==> config.mk <==
export PLATFORM = sky130hd
export DESIGN_NAME = muldiv_sequencer_flat
export DESIGN_NICKNAME = d
export VERILOG_FILES = /design/src/rtl/alu_pkg.sv /design/src/rtl/muldiv_sequencer_if.sv /design/src/rtl/muldiv_iter_core.sv /design/src/rtl/muldiv_sequencer.sv /design/src/flat_wrapper.sv
export SDC_FILE = /design/constraint.sdc
export NUM_CORES = 1
export LEC_CHECK = 0
export CAP_MARGIN = 20
export CORE_MARGIN = 2
export CORE_UTILIZATION = 45
export CTS_CLUSTER_SIZE = 8
export DETAILED_ROUTE_END_ITERATION = 10
export PLACE_DENSITY = 0.7
export SETUP_SLACK_MARGIN = 0.3
export SYNTH_ARGS = -nofsm -noshare
export SYNTH_HDL_FRONTEND = slang
export SYNTH_SLANG_ARGS = --single-unit
==> constraint.sdc <==
create_clock -name clk -period 6.5 [get_ports clk]
set_input_delay 0.65 -clock clk [delete_from_list [all_inputs] [get_ports clk]]
set_output_delay 0.65 -clock clk [all_outputs]
set_load 0.01 [all_outputs]
==> src/rtl/alu_pkg.sv <==
// ============================================================================
// Module   : alu_pkg
// Function : ALU funct codes, mul/div sequencer state type and decode helpers.
// Revision : 1.0  initial release
// ============================================================================
`default_nettype none

package alu_pkg;

  localparam logic [5:0] FUNCT_SRL   = 6'd2;
  localparam logic [5:0] FUNCT_MFHI  = 6'd16;
  localparam logic [5:0] FUNCT_MFLO  = 6'd18;
  localparam logic [5:0] FUNCT_MULTU = 6'd25;
  localparam logic [5:0] FUNCT_DIVU  = 6'd27;
  localparam logic [5:0] FUNCT_ADD   = 6'd32;
  localparam logic [5:0] FUNCT_SUB   = 6'd34;
  localparam logic [5:0] FUNCT_AND   = 6'd36;
  localparam logic [5:0] FUNCT_OR    = 6'd37;
  localparam logic [5:0] FUNCT_SLT   = 6'd42;

  typedef enum logic [1:0] {
    ST_IDLE = 2'd0,
    ST_RUN  = 2'd1,
    ST_DONE = 2'd2
  } md_state_e;

  function automatic logic is_muldiv(input logic [5:0] funct);
    return (funct == FUNCT_MULTU) || (funct == FUNCT_DIVU);
  endfunction

  function automatic logic is_hilo_read(input logic [5:0] funct);
    return (funct == FUNCT_MFHI) || (funct == FUNCT_MFLO);
  endfunction

endpackage

`default_nettype wire

==> src/rtl/muldiv_sequencer_if.sv <==
// ============================================================================
// Module   : muldiv_sequencer_if
// Function : Issue-stage <-> mul/div sequencer request/interlock bundle.
// Revision : 1.0  initial release
// ============================================================================
`default_nettype none

interface muldiv_sequencer_if #(
  parameter int WIDTH = 32
);
  logic             req_valid;
  logic [5:0]       Signal;
  logic [WIDTH-1:0] dataA;
  logic [WIDTH-1:0] dataB;
  logic             req_ready;
  logic             stall;
  logic             busy;
  logic             done;
  logic [WIDTH-1:0] Output;

  modport master (
    output req_valid, Signal, dataA, dataB,
    input  req_ready, stall, busy, done, Output
  );

  modport slave (
    input  req_valid, Signal, dataA, dataB,
    output req_ready, stall, busy, done, Output
  );
endinterface

`default_nettype wire

==> src/rtl/muldiv_iter_core.sv <==
// ============================================================================
// Module   : muldiv_iter_core
// Function : One shift-add multiply or restoring-divide step per enable.
// Revision : 1.0  initial release
// ============================================================================
`default_nettype none

module muldiv_iter_core #(
  parameter int WIDTH = 32
) (
  input  logic             clk,
  input  logic             reset,
  input  logic             load_i,
  input  logic             step_i,
  input  logic             is_div_i,
  input  logic [WIDTH-1:0] a_i,
  input  logic [WIDTH-1:0] b_i,
  output logic [WIDTH-1:0] hi_nxt_o,
  output logic [WIDTH-1:0] lo_nxt_o
);

  logic [WIDTH-1:0] acc_q, acc_d;
  logic [WIDTH-1:0] shr_q, shr_d;
  logic [WIDTH-1:0] opnd_q;
  logic             div_q;
  logic [WIDTH:0]   w_sum, w_shift, w_diff;

  // Multiply: acc:shr holds the running product, shr starts as the multiplier.
  // Divide:   acc is the partial remainder, shr shifts dividend out / quotient in.
  always_comb begin
    w_sum   = {1'b0, acc_q} + {1'b0, opnd_q};
    w_shift = {acc_q, shr_q[WIDTH-1]};
    w_diff  = w_shift - {1'b0, opnd_q};
    acc_d   = acc_q;
    shr_d   = shr_q;
    if (div_q) begin
      if (w_shift >= {1'b0, opnd_q}) begin
        acc_d = w_diff[WIDTH-1:0];
        shr_d = {shr_q[WIDTH-2:0], 1'b1};
      end else begin
        acc_d = w_shift[WIDTH-1:0];
        shr_d = {shr_q[WIDTH-2:0], 1'b0};
      end
    end else if (shr_q[0]) begin
      {acc_d, shr_d} = {w_sum, shr_q[WIDTH-1:1]};
    end else begin
      {acc_d, shr_d} = {1'b0, acc_q, shr_q[WIDTH-1:1]};
    end
  end

  always_ff @(posedge clk or posedge reset) begin
    if (reset) begin
      acc_q  <= '0;
      shr_q  <= '0;
      opnd_q <= '0;
      div_q  <= 1'b0;
    end else if (load_i) begin
      acc_q  <= '0;
      shr_q  <= is_div_i ? a_i : b_i;
      opnd_q <= is_div_i ? b_i : a_i;
      div_q  <= is_div_i;
    end else if (step_i) begin
      acc_q  <= acc_d;
      shr_q  <= shr_d;
    end
  end

  assign hi_nxt_o = acc_d;
  assign lo_nxt_o = shr_d;

endmodule

`default_nettype wire

==> src/rtl/muldiv_sequencer.sv <==
// ============================================================================
// Module   : muldiv_sequencer
// Function : MULTU/DIVU sequencer with HI/LO, MFHI/MFLO reads and interlock.
//            Optional MULDIV_EARLY_OUT_EN: trivial operands finish in 1 edge.
// Revision : 1.0  initial release
// ============================================================================
`default_nettype none

module muldiv_sequencer
  import alu_pkg::*;
#(
  parameter int WIDTH = 32,
  parameter int CNT_W = 6
) (
  input  logic             clk,
  input  logic             reset,
  muldiv_sequencer_if.slave bus
);

  md_state_e        state_q, state_d;
  logic [CNT_W-1:0] cnt_q, cnt_d;
  logic [WIDTH-1:0] hi_q, hi_d;
  logic [WIDTH-1:0] lo_q, lo_d;
  logic [WIDTH-1:0] w_core_hi, w_core_lo;
  logic [WIDTH-1:0] w_early_hi;
  logic             w_busy, w_accept, w_last, w_is_div, w_early;

  assign w_busy   = (state_q == ST_RUN);
  assign w_accept = bus.req_valid && !w_busy && is_muldiv(bus.Signal);
  assign w_last   = w_busy && (cnt_q == CNT_W'(WIDTH - 1));
  assign w_is_div = (bus.Signal == FUNCT_DIVU);

`ifdef MULDIV_EARLY_OUT_EN
  always_comb begin
    w_early    = 1'b0;
    w_early_hi = '0;
    if (w_is_div) begin
      w_early    = (bus.dataB != '0) && (bus.dataA < bus.dataB);
      w_early_hi = bus.dataA;
    end else begin
      w_early    = (bus.dataA == '0) || (bus.dataB == '0);
    end
  end
`else
  assign w_early    = 1'b0;
  assign w_early_hi = '0;
`endif

  muldiv_iter_core #(.WIDTH(WIDTH)) u_core (
    .clk      (clk),
    .reset    (reset),
    .load_i   (w_accept && !w_early),
    .step_i   (w_busy),
    .is_div_i (w_is_div),
    .a_i      (bus.dataA),
    .b_i      (bus.dataB),
    .hi_nxt_o (w_core_hi),
    .lo_nxt_o (w_core_lo)
  );

  // HI/LO take the core's post-step value on the final iteration edge.
  always_comb begin
    state_d = state_q;
    cnt_d   = cnt_q;
    hi_d    = hi_q;
    lo_d    = lo_q;
    case (state_q)
      ST_RUN: begin
        cnt_d = cnt_q + 1'b1;
        if (w_last) begin
          state_d = ST_DONE;
          hi_d    = w_core_hi;
          lo_d    = w_core_lo;
        end
      end
      default: begin
        state_d = ST_IDLE;
        if (w_accept) begin
          cnt_d = '0;
          if (w_early) begin
            state_d = ST_DONE;
            hi_d    = w_early_hi;
            lo_d    = '0;
          end else begin
            state_d = ST_RUN;
          end
        end
      end
    endcase
  end

  always_ff @(posedge clk or posedge reset) begin
    if (reset) begin
      state_q <= ST_IDLE;
      cnt_q   <= '0;
      hi_q    <= '0;
      lo_q    <= '0;
    end else begin
      state_q <= state_d;
      cnt_q   <= cnt_d;
      hi_q    <= hi_d;
      lo_q    <= lo_d;
    end
  end

  assign bus.busy      = w_busy;
  assign bus.req_ready = !w_busy;
  assign bus.done      = (state_q == ST_DONE);
  assign bus.stall     = bus.req_valid && w_busy &&
                         (is_muldiv(bus.Signal) || is_hilo_read(bus.Signal));

  always_comb begin
    bus.Output = '0;
    if (bus.req_valid && !w_busy) begin
      if (bus.Signal == FUNCT_MFHI)      bus.Output = hi_q;
      else if (bus.Signal == FUNCT_MFLO) bus.Output = lo_q;
    end
  end

endmodule

`default_nettype wire

==> src/flat_wrapper.sv <==
// flat-port wrapper written by rule: the top's interface ports become plain ports
module muldiv_sequencer_flat import alu_pkg::*;
#(
  parameter int WIDTH = 32,
  parameter int CNT_W = 6
)
  (clk, reset, bus_req_valid, bus_Signal, bus_dataA, bus_dataB, bus_req_ready, bus_stall, bus_busy, bus_done, bus_Output);
  muldiv_sequencer_if #(.WIDTH(WIDTH)) bus_i ();
  input  logic clk;
  input  logic reset;
  input wire logic [$bits(bus_i.req_valid)-1:0] bus_req_valid;
  input wire logic [$bits(bus_i.Signal)-1:0] bus_Signal;
  input wire logic [$bits(bus_i.dataA)-1:0] bus_dataA;
  input wire logic [$bits(bus_i.dataB)-1:0] bus_dataB;
  output wire logic [$bits(bus_i.req_ready)-1:0] bus_req_ready;
  output wire logic [$bits(bus_i.stall)-1:0] bus_stall;
  output wire logic [$bits(bus_i.busy)-1:0] bus_busy;
  output wire logic [$bits(bus_i.done)-1:0] bus_done;
  output wire logic [$bits(bus_i.Output)-1:0] bus_Output;
  assign bus_i.req_valid = bus_req_valid;
  assign bus_i.Signal = bus_Signal;
  assign bus_i.dataA = bus_dataA;
  assign bus_i.dataB = bus_dataB;
  assign bus_req_ready = bus_i.req_ready;
  assign bus_stall = bus_i.stall;
  assign bus_busy = bus_i.busy;
  assign bus_done = bus_i.done;
  assign bus_Output = bus_i.Output;
  muldiv_sequencer #(.WIDTH(WIDTH), .CNT_W(CNT_W)) u_core (.clk(clk), .reset(reset), .bus(bus_i));
endmodule
==> results.md <==
Status
• finished with violations — run status
• DRC — failing checks

Clock tree
• 0.44 ns — clock network latency to the later pin of the worst-skew pair
• 0 — Resize count post-CTS
• 0 — postcts setup bufs
• 0.07 ns — post-CTS clock slew at the launch and capture registers of the worst setup and hold paths
• 0 — Post-CTS Hold Buffers
• 2 — number of buffers on the longest clock path
• built — clock tree from TritonCTS
• 17 — clock buffers created by TritonCTS
• 169 — clock sink count
• sky130_fd_sc_hd__clkbuf_16 — clock tree root driver cell
• 4 — H-tree levels

Global route
• 11,100 — vias in the first global route
• 61.4 mm — first-pass GRT wire length
• 27.6% — GRT Total Usage
• 0 — GRT Residual Overflow
• 93 — maximum number of pins on one net before global-route repair
• 0 — initial antenna violation count

Placement
• 0.950 — routability-driven placement congestion ratio
• 2.40 ns — dpl ws
• 108 — number of port buffers
• 27.6 mm — hpwl dp

Power
• 52.8% — share of power burned in combinational logic
• 6.01 nW — cell leakage power
• 0.219 mV — peak supply drop
• 19.0% — part of the total power dissipated in the clock network
• 28.1% — fraction of power consumed by sequential logic
• 2.94 mW — Pint
• 2.49 mW — net switching power
• 45.8% — switching share of power
• 391 nW/µm² — power per cell area

Setup path
• reg -> reg — category of the most critical setup path
• sky130_fd_sc_hd__or4_1 — library cell contributing the largest single delay on the critical path
• 4.28 ns — arrival time reported for the critical path endpoint
• 0.53 ns — slowest stage delay, CP
• flip-flop — capturing element type of the critical path
• flip-flop — category of the worst setup path launch point
• 17 — largest fanout on the critical path
• 6.78 ns — required time at the endpoint of the critical path
• ha_1, nand4_4, or4_1, o32a_1, nor2_4, o31ai_2, nor2_2, buf_4, mux2_2, a21oi_1, o21ai_0 — worst path cell trace

Synthesis
• 1,393 — count of mapped cells out of synthesis
• 12,000 µm² — synthesized area
• 35.2% — sequential element share of the synthesized area
• sky130_fd_sc_hd__dfrtp_1, sky130_fd_sc_hd__ha_1, sky130_fd_sc_hd__mux2i_1, sky130_fd_sc_hd__o21ai_0, sky130_fd_sc_hd__nand2_1 — largest cells by area after synthesis
• 100% — Async S/R FF share, synth
• 169 — synthesis-stage register bit count
• 0 — number of enable flip-flop cells after synthesis
• 0 — Yosys Warn Count
• 74 — count of cell types in the netlist
• 1,533 — net count after synthesis
• 8.62 µm² — Post-Syn Area per Cell
• 35.2% — Yosys top cell area share
• sky130_fd_sc_hd__dfrtp_1 — Yosys top cell by area
• sky130_fd_sc_hd__dfrtp_1 — main flop type after synthesis

STA
• 0 ns — Setup TNS
• false — unrepaired setup endpoints after global routing
• 0 — final number of setup-violating endpoints
• 2.51 ns — Worst Setup Slack, final
• 0 — number of max-slew violations in the final report
• 3.99 ns — minimum clock period
• 250 MHz — Max Freq
• 61.5% — post-route fraction of the period consumed by the critical path
• 27.2% — worst max-slew margin expressed relative to the limit
• 1.09 ns — pin slew with the least headroom to its limit
• 0.0111 ns — Max Clock Skew
• 0 — final number of hold-violating endpoints

Layout
• 2,428 — fillers
• 6.46% — share of layout cells above drive strength 1
• sky130_fd_sc_hd__dfrtp_1 — most common cell after layout, fill and taps aside
• 15.8% — P&R area growth vs syn
• 1,583 — number of nets at the end of the flow
• 0 — number of diodes added for antenna fixing
• sky130_fd_sc_hd__dfrtp_1, sky130_fd_sc_hd__nand2_1, sky130_fd_sc_hd__o21ai_0 — top library cells by usage in the layout, fill and taps aside
• 53.2% — core utilization of the finished layout

Drt
• 1,064 — drt first-iter violations
• 6.29 — number of vias per cell
• 38.3 mm — final wirelength
• 21.4 µm — Wirelength per Cell
• 7 — number of remaining DRC errors
• 8 — number of iterations in the first detailed-routing pass
• 0 — Detail Route Antenna Nets
• 11,300 — count of vias placed by the detailed router

Floorplanning
• 26,100 µm² — Core Footprint
• 167 µm — die width
• 59 — Std-Cell Rows
• 46.0% — effective utilization at floorplan
• 167 µm — die outline height
• 109 — number of I/O pins
• 28,000 µm² — Die Area

Flow run
• 0 — count of max-cap constraint violations

Worst hold path
• reg -> reg — kind of path behind the tightest hold check

synthesized netlist by cell type (12+ instances only):
| master | count |
|---|---|
| sky130_fd_sc_hd__a211oi_1 | 58 |
| sky130_fd_sc_hd__a21o_1 | 22 |
| sky130_fd_sc_hd__a21oi_1 | 98 |
| sky130_fd_sc_hd__a22o_1 | 19 |
| sky130_fd_sc_hd__a31oi_1 | 22 |
| sky130_fd_sc_hd__and3_1 | 14 |
| sky130_fd_sc_hd__clkbuf_1 | 80 |
| sky130_fd_sc_hd__dfrtp_1 | 169 |
| sky130_fd_sc_hd__ha_1 | 65 |
| sky130_fd_sc_hd__inv_1 | 57 |
| sky130_fd_sc_hd__mux2_2 | 20 |
| sky130_fd_sc_hd__mux2i_1 | 75 |
| sky130_fd_sc_hd__nand2_1 | 133 |
| sky130_fd_sc_hd__nand3_1 | 20 |
| sky130_fd_sc_hd__nand4_1 | 14 |
| sky130_fd_sc_hd__nor2_1 | 79 |
| sky130_fd_sc_hd__nor2b_1 | 14 |
| sky130_fd_sc_hd__nor3_1 | 46 |
| sky130_fd_sc_hd__o21ai_0 | 127 |
| sky130_fd_sc_hd__o221ai_1 | 32 |
| sky130_fd_sc_hd__o22ai_1 | 34 |
| sky130_fd_sc_hd__o31ai_1 | 12 |
| sky130_fd_sc_hd__xnor2_1 | 32 |
| sky130_fd_sc_hd__xor2_1 | 19 |
logic make-up (layout without fill, tap and decap cells):
group | Yosys count | count (layout) | synth area share (%)
adders and majority gates | 67 | 67 | 7.11
xor gates and xnor gates | 51 | 51 | 3.72
buffers and inverters | 156 | 219 | 4.99
DFF | 169 | 169 | 35.2
AOI/OAI and AO/OA | 487 | 487 | 26.3
muxes | 95 | 95 | 8.13
and+or+nand+nor | 368 | 368 | 14.6
path summary, 6_finish.rpt:
kind,from,end,slack [ns],cells past startpoint
min reg2reg,u_core.lo_q[31]$_DFFE_PP0P_,u_core.lo_q[31]$_DFFE_PP0P_,0.48,2
min in group asynchronous,reset,u_core.lo_q[5]$_DFFE_PP0P_,0.63,2
max in group asynchronous,reset,u_core.u_core.shr_q[0]$_DFFE_PP0P_,4.64,3
max,u_core.u_core.acc_q[25]$_DFFE_PP0P_,u_core.hi_q[21]$_DFFE_PP0P_,2.51,11
min,u_core.lo_q[31]$_DFFE_PP0P_,u_core.lo_q[31]$_DFFE_PP0P_,0.48,2
max reg2reg,u_core.u_core.acc_q[25]$_DFFE_PP0P_,u_core.hi_q[21]$_DFFE_PP0P_,2.51,11
critical path, delay by kind of cell (launching register included):
family,cells,cell delay (ns)
and+or+nand+nor,4,1.26
muxes,1,0.40
buffers and inverters,1,0.37
AOI/OAI and AO/OA,4,0.82
DFF,1,0.46
adders and majority gates,1,0.51
flip-flops by register name, indices dropped and copies added (netlist names):
name	count
u_core.hi_q	32
u_core.lo_q	32
u_core.u_core.acc_q	32
u_core.u_core.opnd_q	32
u_core.u_core.shr_q	32
u_core.cnt_q	6
u_core.state_q	2
u_core.u_core.div_q	1
power groups by stage:
stage / logic [mW] / registers [mW] / clock network (mW)
after floorplan: 2.16 / 1.44 / 0
after global placement: 2.74 / 1.53 / 0
after detailed placement: 2.79 / 1.53 / 0
after CTS: 2.81 / 1.52 / 1.05
after global routing: 3.16 / 1.56 / 1.09
final: 2.87 / 1.53 / 1.03
cell type report:
| cell class | count | area, µm² | share of cell area [%] |
|---|---|---|---|
| well taps | 335 | 419 | 3.01 |
| inverters | 60 | 230 | 1.66 |
| clock inverters | 14 | 151 | 1.09 |
| clock buffers | 18 | 439 | 3.16 |
| multi-input cells | 1068 | 7190 | 51.7 |
| flip-flops and latches | 169 | 4230 | 30.4 |
| repair buffers | 127 | 1250 | 8.96 |
per-stage QoR:
step | total power [mW] | area, µm² | std cells | hold slack, ns
2_1_floorplan | 3.60 | 12000 | 1393 | 0.448
3_3_place_gp | 4.27 | 13300 | 1757 | 0.462
3_5_place_dp | 4.32 | 13300 | 1757 | 0.470
4_1_cts | 5.38 | 13900 | 1789 | 0.486
5_1_grt | 5.81 | 13900 | 1791 | 0.511
6_report | 5.43 | 13900 | 1791 | 0.484
layer usage:
layer / vias to the layer above / global-route usage [%] / routed length, µm
li1: 5271 / - / -
met1: 5433 / 37.2 / 16700
met2: 484 / 45.6 / 18100
met3: 85 / 3.62 / 2220
met4: 0 / 10.0 / 1350
met5: - / 0 / 0
(Power assumes the default switching activity.)
